==> src/rtl/nibble_packer.sv <==
// Packs a 4-bit nibble stream LSB-first into NIBBLES-wide words behind a small output FIFO.
// Optional NIBBLE_PACKER_PARITY_EN adds a stored even-parity bit per word on out_parity.
module nibble_packer #(
    parameter int NIBBLES = 4,
    parameter int DEPTH   = 2
) (
    input  logic                   clk,
    input  logic                   rst_n,
    input  logic                   in_valid,
    input  logic [3:0]             in_data,
    output logic                   in_ready,
    input  logic                   flush,
    output logic                   out_valid,
    input  logic                   out_ready,
    output logic [4*NIBBLES-1:0]   out_data,
    output logic [3:0]             out_cnt
`ifdef NIBBLE_PACKER_PARITY_EN
    ,output logic                  out_parity
`endif
);
    localparam int W  = 4 * NIBBLES;
    localparam int AW = $clog2(DEPTH);
    localparam int CW = AW + 1;

    typedef enum logic {ASSEMBLE, FLUSH_WAIT} state_t;

    state_t          r_state, w_state_nxt;
    logic [W-1:0]    r_acc, w_acc_nxt, w_ins;
    logic [3:0]      r_nib_cnt, w_nib_nxt;
    logic [AW-1:0]   r_wr_ptr, r_rd_ptr;
    logic [CW-1:0]   r_count;
    logic [W-1:0]    r_mem_data [DEPTH];
    logic [3:0]      r_mem_cnt  [DEPTH];
    logic            w_full, w_empty, w_last, w_accept, w_pop, w_push;
    logic [W-1:0]    w_push_data;
    logic [3:0]      w_push_cnt;

    assign w_full   = (r_count == CW'(DEPTH));
    assign w_empty  = (r_count == '0);
    assign w_last   = (r_nib_cnt == 4'(NIBBLES - 1));
    assign w_ins    = r_acc | (W'(in_data) << {r_nib_cnt, 2'b00});
    // Stall decision uses registered state only, so a same-cycle pop cannot unblock it.
    assign in_ready = (r_state == ASSEMBLE) && !(w_full && w_last);
    assign w_accept = in_valid && in_ready;
    assign w_pop    = !w_empty && out_ready;

    always_comb begin
        w_state_nxt = r_state;
        w_acc_nxt   = r_acc;
        w_nib_nxt   = r_nib_cnt;
        w_push      = 1'b0;
        w_push_data = r_acc;
        w_push_cnt  = r_nib_cnt;
        case (r_state)
            ASSEMBLE: begin
                if (w_accept) begin
                    if (w_last) begin
                        w_push      = 1'b1;
                        w_push_data = w_ins;
                        w_push_cnt  = 4'(NIBBLES);
                        w_acc_nxt   = '0;
                        w_nib_nxt   = '0;
                    end else begin
                        w_acc_nxt = w_ins;
                        w_nib_nxt = r_nib_cnt + 4'd1;
                        if (flush) w_state_nxt = FLUSH_WAIT;
                    end
                end else if (flush && (r_nib_cnt != '0)) begin
                    w_state_nxt = FLUSH_WAIT;
                end
            end
            FLUSH_WAIT: begin
                if (!w_full) begin
                    w_push      = 1'b1;
                    w_acc_nxt   = '0;
                    w_nib_nxt   = '0;
                    w_state_nxt = ASSEMBLE;
                end
            end
            default: w_state_nxt = ASSEMBLE;
        endcase
    end

    always_ff @(posedge clk or negedge rst_n) begin
        if (!rst_n) begin
            r_state   <= ASSEMBLE;
            r_acc     <= '0;
            r_nib_cnt <= '0;
            r_wr_ptr  <= '0;
            r_rd_ptr  <= '0;
            r_count   <= '0;
        end else begin
            r_state   <= w_state_nxt;
            r_acc     <= w_acc_nxt;
            r_nib_cnt <= w_nib_nxt;
            if (w_push) r_wr_ptr <= r_wr_ptr + 1'b1;
            if (w_pop)  r_rd_ptr <= r_rd_ptr + 1'b1;
            case ({w_push, w_pop})
                2'b10:   r_count <= r_count + 1'b1;
                2'b01:   r_count <= r_count - 1'b1;
                default: r_count <= r_count;
            endcase
        end
    end

    // Storage needs no reset: contents are only visible through a non-zero count.
    always_ff @(posedge clk) begin
        if (w_push) begin
            r_mem_data[r_wr_ptr] <= w_push_data;
            r_mem_cnt[r_wr_ptr]  <= w_push_cnt;
        end
    end

    assign out_valid = !w_empty;
    assign out_data  = w_empty ? '0 : r_mem_data[r_rd_ptr];
    assign out_cnt   = w_empty ? '0 : r_mem_cnt[r_rd_ptr];

`ifdef NIBBLE_PACKER_PARITY_EN
    logic r_mem_par [DEPTH];

    always_ff @(posedge clk) begin
        if (w_push) r_mem_par[r_wr_ptr] <= ^w_push_data;
    end

    assign out_parity = w_empty ? 1'b0 : r_mem_par[r_rd_ptr];
`endif
endmodule

==> config.mk <==
export PLATFORM = sky130hd
export DESIGN_NAME = nibble_packer
export DESIGN_NICKNAME = d
export VERILOG_FILES = /design/src/rtl/nibble_packer.sv
export SDC_FILE = /design/constraint.sdc
export NUM_CORES = 1
export LEC_CHECK = 0
export ABC_AREA = 0
export CORE_UTILIZATION = 35
export CTS_BUF_LIST = sky130_fd_sc_hd__clkbuf_8
export DETAILED_ROUTE_END_ITERATION = 8
export HOLD_SLACK_MARGIN = 0.08
export PLACE_DENSITY = 0.55
export SYNTH_ARGS = -nofsm -noshare
export SYNTH_HDL_FRONTEND = slang
export SYNTH_SLANG_ARGS = --single-unit
==> constraint.sdc <==
create_clock -name clk -period 3.4 [get_ports clk]
set_clock_uncertainty 0.2 [all_clocks]
set_input_delay 0.51 -clock clk [delete_from_list [all_inputs] [get_ports clk]]
set_output_delay 0.51 -clock clk [all_outputs]
set_load 0.01 [all_outputs]
=== Yosys cells after proc, flatten, opt, wreduce, memory -nomap -nowiden ===
Memories as Yosys holds them, arrays and structs flattened.
Cells that the tools add are included.

* Input bits: 9
* Bits in registers: 25
* Word-level logic and storage cells: 62
* Memory bits (writable): 40
* Memories kept: 2
* Output and inout bits: 22

* Shifts and indexed selects: 1
* Add/sub/neg operators: 5
* Equality and inequality tests: 6
* Multiplexer cells: 29
* Bitwise gates (word level): 2
* Reductions and logical operators: 11

{| class="wikitable"
|+ Memories
! name !! depth !! bits a word !! rd ports !! clocked after memory_dff !! wr ports !! RTL line !! source
|-
| r_mem_data || 2 || 16 || 1 || 0 || 1 || 32 || <nowiki>logic [W-1:0] r_mem_data [DEPTH];</nowiki>
|-
| r_mem_cnt || 2 || 4 || 1 || 0 || 1 || 33 || <nowiki>logic [3:0] r_mem_cnt [DEPTH];</nowiki>
|}

{| class="wikitable"
|+ Operators by type and width
! cell !! number
|-
| 2-to-1 mux 16 bit || 7
|-
| one-hot mux 16 bit (2 select lines) || 1
|-
| 2-to-1 mux 4 bit || 7
|-
| OR 16 bit || 1
|-
| << shifter 4 x 6 -> 16 bit || 1
|-
| 2-to-1 mux 1 bit || 10
|-
| one-hot mux 4 bit (2 select lines) || 1
|-
| logical AND 1 bit || 5
|-
| adder 4 x 1 -> 4 bit (second input constant) || 1
|-
| equality test 2 bit (second input constant) || 2
|-
| equality test 4 x 2 -> 1 bit (second input constant) || 1
|-
| inequality test 2 bit (second input constant) || 2
|-
| one-hot mux 1 bit (2 select lines) || 2
|-
| one-hot mux 2 bit (2 select lines) || 1
|-
| nonzero test 4 bit || 1
|-
| adder 1 bit (second input constant) || 2
|-
| adder 2 x 1 -> 2 bit (second input constant) || 1
|-
| equality test 2 x 1 -> 1 bit (second input constant) || 1
|-
| zero test 1 bit || 2
|-
| zero test 2 bit || 1
|-
| AND reduction 2 bit || 1
|-
| nonzero test 2 bit || 1
|-
| subtractor 2 x 1 -> 2 bit (second input constant) || 1
|-
| NOT 1 bit || 1
|}

=== Longest topological paths before layout ===
* Depth in word-level cells: 9
* Mapped depth: 8
* Gate-level depth less buffers: 7

=== Worst setup path after synthesis ===
No wires, ideal clock.

* Path type: register -> register
* Start: register r_nib_cnt[1]
* End: memory r_mem_cnt[1][0], enable pin
* Arrival: 2.184 ns
* Path slack: 0.619 ns
* Stages on the path, launching flop included: 6
* Setup time: 0.397 ns
* Buffers on the path: 1
* Period minus slack after synthesis: 2.781 ns
* Required time: 2.803 ns
* Cells stage by stage: dfrtp_1 -> ha_1 -> nor4bb_1 -> o21ai_0 -> buf_2 -> nor2_1

* Word-level cells in the longest chain between the ends: 9
* Elaborated cells between the ends (all ways): 10
* Those cells by class: eq/ne (1); mux (5); reduce/logical (4)

{| class="wikitable"
|+ Ends and longest elaborated chain
! what !! RTL line !! source
|-
| from (decl) || 29 || <nowiki>logic [3:0] r_nib_cnt, w_nib_nxt;</nowiki>
|-
| from (signal assigned) || 95 || <nowiki>r_nib_cnt <= w_nib_nxt;</nowiki>
|-
| equality test 4 x 2 -> 1 bit (*) || 40 || <nowiki>assign w_last = (r_nib_cnt == 4'(NIBBLES - 1));</nowiki>
|-
| logical AND 1 bit || 43 || <nowiki>assign in_ready = (r_state == ASSEMBLE) && !(w_full && w_last);</nowiki>
|-
| zero test 1 bit || 43 ||
|-
| logical AND 1 bit || 43 ||
|-
| logical AND 1 bit || 44 || <nowiki>assign w_accept = in_valid && in_ready;</nowiki>
|-
| 2-to-1 mux 1 bit (*) || 56 || <nowiki>if (w_accept) begin</nowiki>
|-
| one-hot mux 1 bit (2 select lines) (*) || 54 || <nowiki>case (r_state)</nowiki>
|-
| 2-to-1 mux 1 bit (*) || 108 || <nowiki>if (w_push) begin</nowiki>
|-
| 2-to-1 mux 1 bit (not written as such) (*) || 110 || <nowiki>r_mem_cnt[r_wr_ptr] <= w_push_cnt;</nowiki>
|-
| to (decl) || 33 ||
|}

Mark *: on every way between the ends. The rest lies on a longest branch, timed or not.

=== Worst setup path after layout ===
* Start: register r_nib_cnt[0]
* End: output in_ready

* Word-level cells in the longest chain between the ends: 4

{| class="wikitable"
|+ Ends and longest elaborated chain
! what !! RTL line !! source
|-
| equality test 4 x 2 -> 1 bit || 40 ||
|-
| logical AND 1 bit || 43 ||
|-
| zero test 1 bit || 43 ||
|-
| logical AND 1 bit || 43 ||
|-
| to (decl) || 11 || <nowiki>output logic in_ready,</nowiki>
|}

No other way between the ends.

==> impl_metrics.prom <==
# TYPE chip_impl_metric gauge
chip_impl_info{name="r2r_start",value="r_nib_cnt[0]"} 1
chip_impl_metric{name="drive_gt1_share",unit="%"} 14.6
chip_impl_info{name="synthTopCellsByArea",value="edfxtp_1 42%, dfrtp_1 22%, mux2i_1 7.3%, nor2_1 3.8%, a22o_1 3.3%"} 1
chip_impl_info{name="endpoint_kind",value="output pin"} 1
chip_impl_metric{name="final.setup.tns",unit="ps"} 0
chip_impl_info{name="min_from",value="r_rd_ptr"} 1
chip_impl_metric{name="max_slew_margin",unit="%"} 48.3
chip_impl_metric{name="hold_ws",unit="ps"} 266
chip_impl_metric{name="timing.critical_path.required",unit="ps"} 2690
chip_impl_metric{name="route.final.wire_length",unit="um"} 5760
chip_impl_metric{name="cts_inserted_buffers",unit=""} 9
chip_impl_metric{name="synthArstFlopShare",unit="%"} 38.5
chip_impl_metric{name="timing_hold_violations_final",unit=""} 0
chip_impl_metric{name="reg2reg_setup_slack",unit="ps"} 750
chip_impl_metric{name="count_of_warnings_emitted_by_yosys",unit=""} 0
chip_impl_info{name="cts-root-buf",value="clkbuf_8"} 1
chip_impl_metric{name="post_route_clock_period_utilization",unit="%"} 88.7
chip_impl_metric{name="place_worst_setup_slack",unit="ps"} 622
chip_impl_metric{name="timing.final.setup_violations",unit=""} 0
chip_impl_metric{name="cts_setup_buffers",unit=""} 0
chip_impl_metric{name="power_density",unit="nW/um^2"} 990
chip_impl_metric{name="critical_path_arrival",unit="ps"} 2310
chip_impl_metric{name="clock_period_minus_worst_slack",unit="ps"} 3020
chip_impl_info{name="crit_slowest_cell",value="dfrtp_1"} 1
chip_impl_metric{name="drtIter0Drc",unit=""} 128
chip_impl_metric{name="grt.overflow.total",unit=""} 0
chip_impl_metric{name="placeableCoreArea",unit="um^2"} 7850
chip_impl_metric{name="synth_seq_cells",unit=""} 65
chip_impl_info{name="worst_hold_end",value="r_rd_ptr"} 1
chip_impl_metric{name="initial_core_util",unit="%"} 36.8
chip_impl_metric{name="die_area",unit="um^2"} 8620
chip_impl_metric{name="sinks_on_clock_net",unit=""} 65
chip_impl_metric{name="timing.fmax",unit="MHz"} 332
chip_impl_metric{name="drcViolationCount",unit=""} 0
chip_impl_info{name="r2r-end",value="r_mem_data[1][15]"} 1
chip_impl_metric{name="synth.yosys.seq_area_share",unit="%"} 63.3
chip_impl_metric{name="synth_cell_type_count",unit=""} 39
chip_impl_metric{name="wl_per_cell",unit="um"} 16.2
chip_impl_metric{name="clockPowerShare",unit="%"} 24.2
chip_impl_metric{name="die_h",unit="um"} 92.8
chip_impl_info{name="status",value="completed"} 1
chip_impl_metric{name="leakagePower",unit="nW"} 1.50
chip_impl_info{name="tritoncts",value="built"} 1
chip_impl_metric{name="cts_hold_repair.buffers",unit=""} 0
chip_impl_metric{name="netlist_area",unit="um^2"} 2890
chip_impl_metric{name="clock_latency",unit="ps"} 330
chip_impl_metric{name="route.detailed.vias_per_inst",unit=""} 5.10
chip_impl_metric{name="clkTransAtPathRegs",unit="ps"} 70
chip_impl_metric{name="synth_edf_count",unit=""} 40
chip_impl_metric{name="synth_top_area_share",unit="%"} 41.6
chip_impl_metric{name="timing.max_cap.violations",unit=""} 0
chip_impl_info{name="startpoint_type",value="register"} 1
chip_impl_metric{name="worst_path_largest_cell_delay",unit="ps"} 540
chip_impl_info{name="holdCritPathClass",value="register to register"} 1
chip_impl_metric{name="htree_levels",unit=""} 3
chip_impl_metric{name="cts.repair.resized",unit=""} 0
chip_impl_info{name="synth.cells.most_frequent",value="40 x edfxtp_1, 29 x nor2_1, 25 x dfrtp_1, 21 x mux2i_1, 11 x a22o_1"} 1
chip_impl_metric{name="dr_total_vias",unit=""} 1812
chip_impl_metric{name="nNetsFinal",unit=""} 260
chip_impl_metric{name="gp_congestion",unit=""} 0.810
chip_impl_info{name="critPathKind",value="register to output pin"} 1
chip_impl_metric{name="power.net_switching",unit="mW"} 1.14
chip_impl_metric{name="ir_worst_vdd",unit="V"} 0.000397
chip_impl_metric{name="finalNonFillerCells",unit=""} 355
chip_impl_metric{name="place_inst",unit=""} 339
chip_impl_metric{name="avgSynthCellArea",unit="um^2"} 13.6
chip_impl_info{name="ys_dominant_reg_cell",value="edfxtp_1"} 1
chip_impl_metric{name="floorplan.io_pins",unit=""} 31
chip_impl_info{name="worstPathCellList",value="ha_1 -> or3b_4 -> nor2_1 -> nor2_1 -> clkdlybuf4s50_1"} 1
chip_impl_metric{name="p_sw_share",unit="%"} 32.0
chip_impl_metric{name="grt_use_total",unit="%"} 14.6
chip_impl_info{name="rsz0062_at_grt",value="no"} 1
chip_impl_metric{name="seqPwrFrac",unit="%"} 36.6
chip_impl_metric{name="chipWidth",unit="um"} 92.8
chip_impl_metric{name="worstPathMaxFanout",unit=""} 10
chip_impl_metric{name="grt_pass1_vias",unit=""} 1734
chip_impl_metric{name="io_buffer_count",unit=""} 30
chip_impl_metric{name="dr.pass1.iters",unit=""} 4
chip_impl_metric{name="final_core_utilization",unit="%"} 45.7
chip_impl_metric{name="grt_pass1_wl",unit="um"} 9270
chip_impl_metric{name="grt_start_max_net_pins",unit=""} 26
chip_impl_metric{name="clockBufferDepth",unit=""} 2
chip_impl_metric{name="max_slew.worst_pin.slew",unit="ps"} 771
chip_impl_metric{name="net_count_after_synthesis",unit=""} 225
chip_impl_info{name="most_common_cell_type_on_the_critical_path",value="nor2_1"} 1
chip_impl_metric{name="power_frac_comb",unit="%"} 39.1
chip_impl_metric{name="grt_antenna_before_repair",unit=""} 0
chip_impl_metric{name="timing.final.ws_setup",unit="ps"} 384
chip_impl_metric{name="postSynthCellCount",unit=""} 213
chip_impl_metric{name="whs_path_depth",unit=""} 1
chip_impl_info{name="synthDominantAreaCellType",value="edfxtp_1"} 1
chip_impl_info{name="synth.most_common_cell",value="edfxtp_1"} 1
chip_impl_metric{name="internal_power",unit="mW"} 2.41
chip_impl_metric{name="antenna_violating_nets_left",unit=""} 0
chip_impl_metric{name="reg2reg_depth",unit=""} 5
chip_impl_metric{name="hpwl_after_detailed_placement",unit="um"} 3640
chip_impl_metric{name="antenna_cells_inserted",unit=""} 0
chip_impl_metric{name="flow.area_growth_from_synthesis",unit="%"} 24.1
chip_impl_metric{name="slew_viol_final",unit=""} 0
chip_impl_metric{name="core.rowCount",unit=""} 32
critical path, delay by kind of cell, from the launching register on:
kind,cells,cell delay [ps]
AND/OR/NAND/NOR,3,660
flip-flops,1,540
buffers and inverters,1,480
adder cells (fa/ha/maj),1,290
layout make-up:
class | count | area [um^2]
clock inverters | 7 | 143
repair buffers | 39 | 368
inverters | 6 | 22.5
well taps | 102 | 128
fillers | 773 | 4260
multi-input cells | 127 | 972
clock buffers | 9 | 124
flip-flops and latches | 65 | 1830
metal layers:
metal / GRT usage [%] / vias to the layer above / part of all wire, %
li1: - / 876 / -
met1: 19.0 / 888 / 45
met2: 23.0 / 42 / 50
met3: 3.12 / 6 / 3.7
met4: 6.92 / 0 / 1.4
met5: 0 / - / 0
how the worst max path moves through the flow:
stage	end	slack (ps)	start
after floorplan	r_mem_cnt[1][0]	620	r_nib_cnt[1]
after global placement	r_count[1]	680	in_valid
after detailed placement	r_mem_data[0][13]	620	in_valid
after CTS	in_ready	400	r_nib_cnt[0]
after global routing	in_ready	290	r_nib_cnt[0]
final	in_ready	380	r_nib_cnt[0]
logic make-up (layout without fill, tap and decap cells):
family | Yosys count | in the layout | share of synthesized area (%)
adder cells (fa/ha/maj) | 3 | 3 | 1.30
XOR/XNOR | 5 | 5 | 1.52
buffers and inverters | 21 | 61 | 3.08
AND/OR/NAND/NOR | 56 | 56 | 11.0
AO/OA/AOI/OAI | 42 | 42 | 12.5
flip-flops | 65 | 65 | 63.3
multiplexers | 21 | 21 | 7.28
flip-flops by register name (all words and copies together) (netlist names):
| register | flops |
|---|---|
| r_mem_data | 32 |
| r_acc | 16 |
| r_mem_cnt | 8 |
| r_nib_cnt | 4 |
| r_count | 2 |
| r_rd_ptr | 1 |
| r_state | 1 |
| r_wr_ptr | 1 |
through the flow:
stage,power [mW],instance area [um^2]
2_1_floorplan,2.13,2890
6_report,3.55,3580
5_1_grt,3.77,3580
3_3_place_gp,2.72,3320
3_5_place_dp,2.73,3320
4_1_cts,3.60,3580
cell usage in the layout, fill, tap and decap left out, types with 2 or more instances in the layout:
master / n
dfrtp_1: 25
edfxtp_1: 40
clkbuf_8: 9
clkinv_4: 2
a41o_1: 4
nor3_1: 3
a31o_2: 5
a32o_1: 6
a22o_1: 11
buf_4: 9
a31o_1: 3
bufinv_16: 4
mux2i_1: 21
a21o_1: 5
nor3_2: 3
xor2_1: 2
nor2b_1: 2
and3_1: 3
clkdlybuf4s50_1: 30
nor2_1: 29
inv_1: 6
nand3_1: 2
ha_1: 3
nor3b_1: 2
nand2b_1: 3
xnor2_1: 3
o211ai_1: 2
power groups by stage:
stage | Sequential (mW) | Combinational, mW | Clock (mW)
finish | 1.30 | 1.39 | 0.859
global route | 1.32 | 1.53 | 0.912
CTS | 1.30 | 1.42 | 0.878
detailed placement | 1.32 | 1.41 | 0
global placement | 1.31 | 1.41 | 0
floorplan | 1.27 | 0.859 | 0
Note: power is estimated with default switching activity, not from simulation.
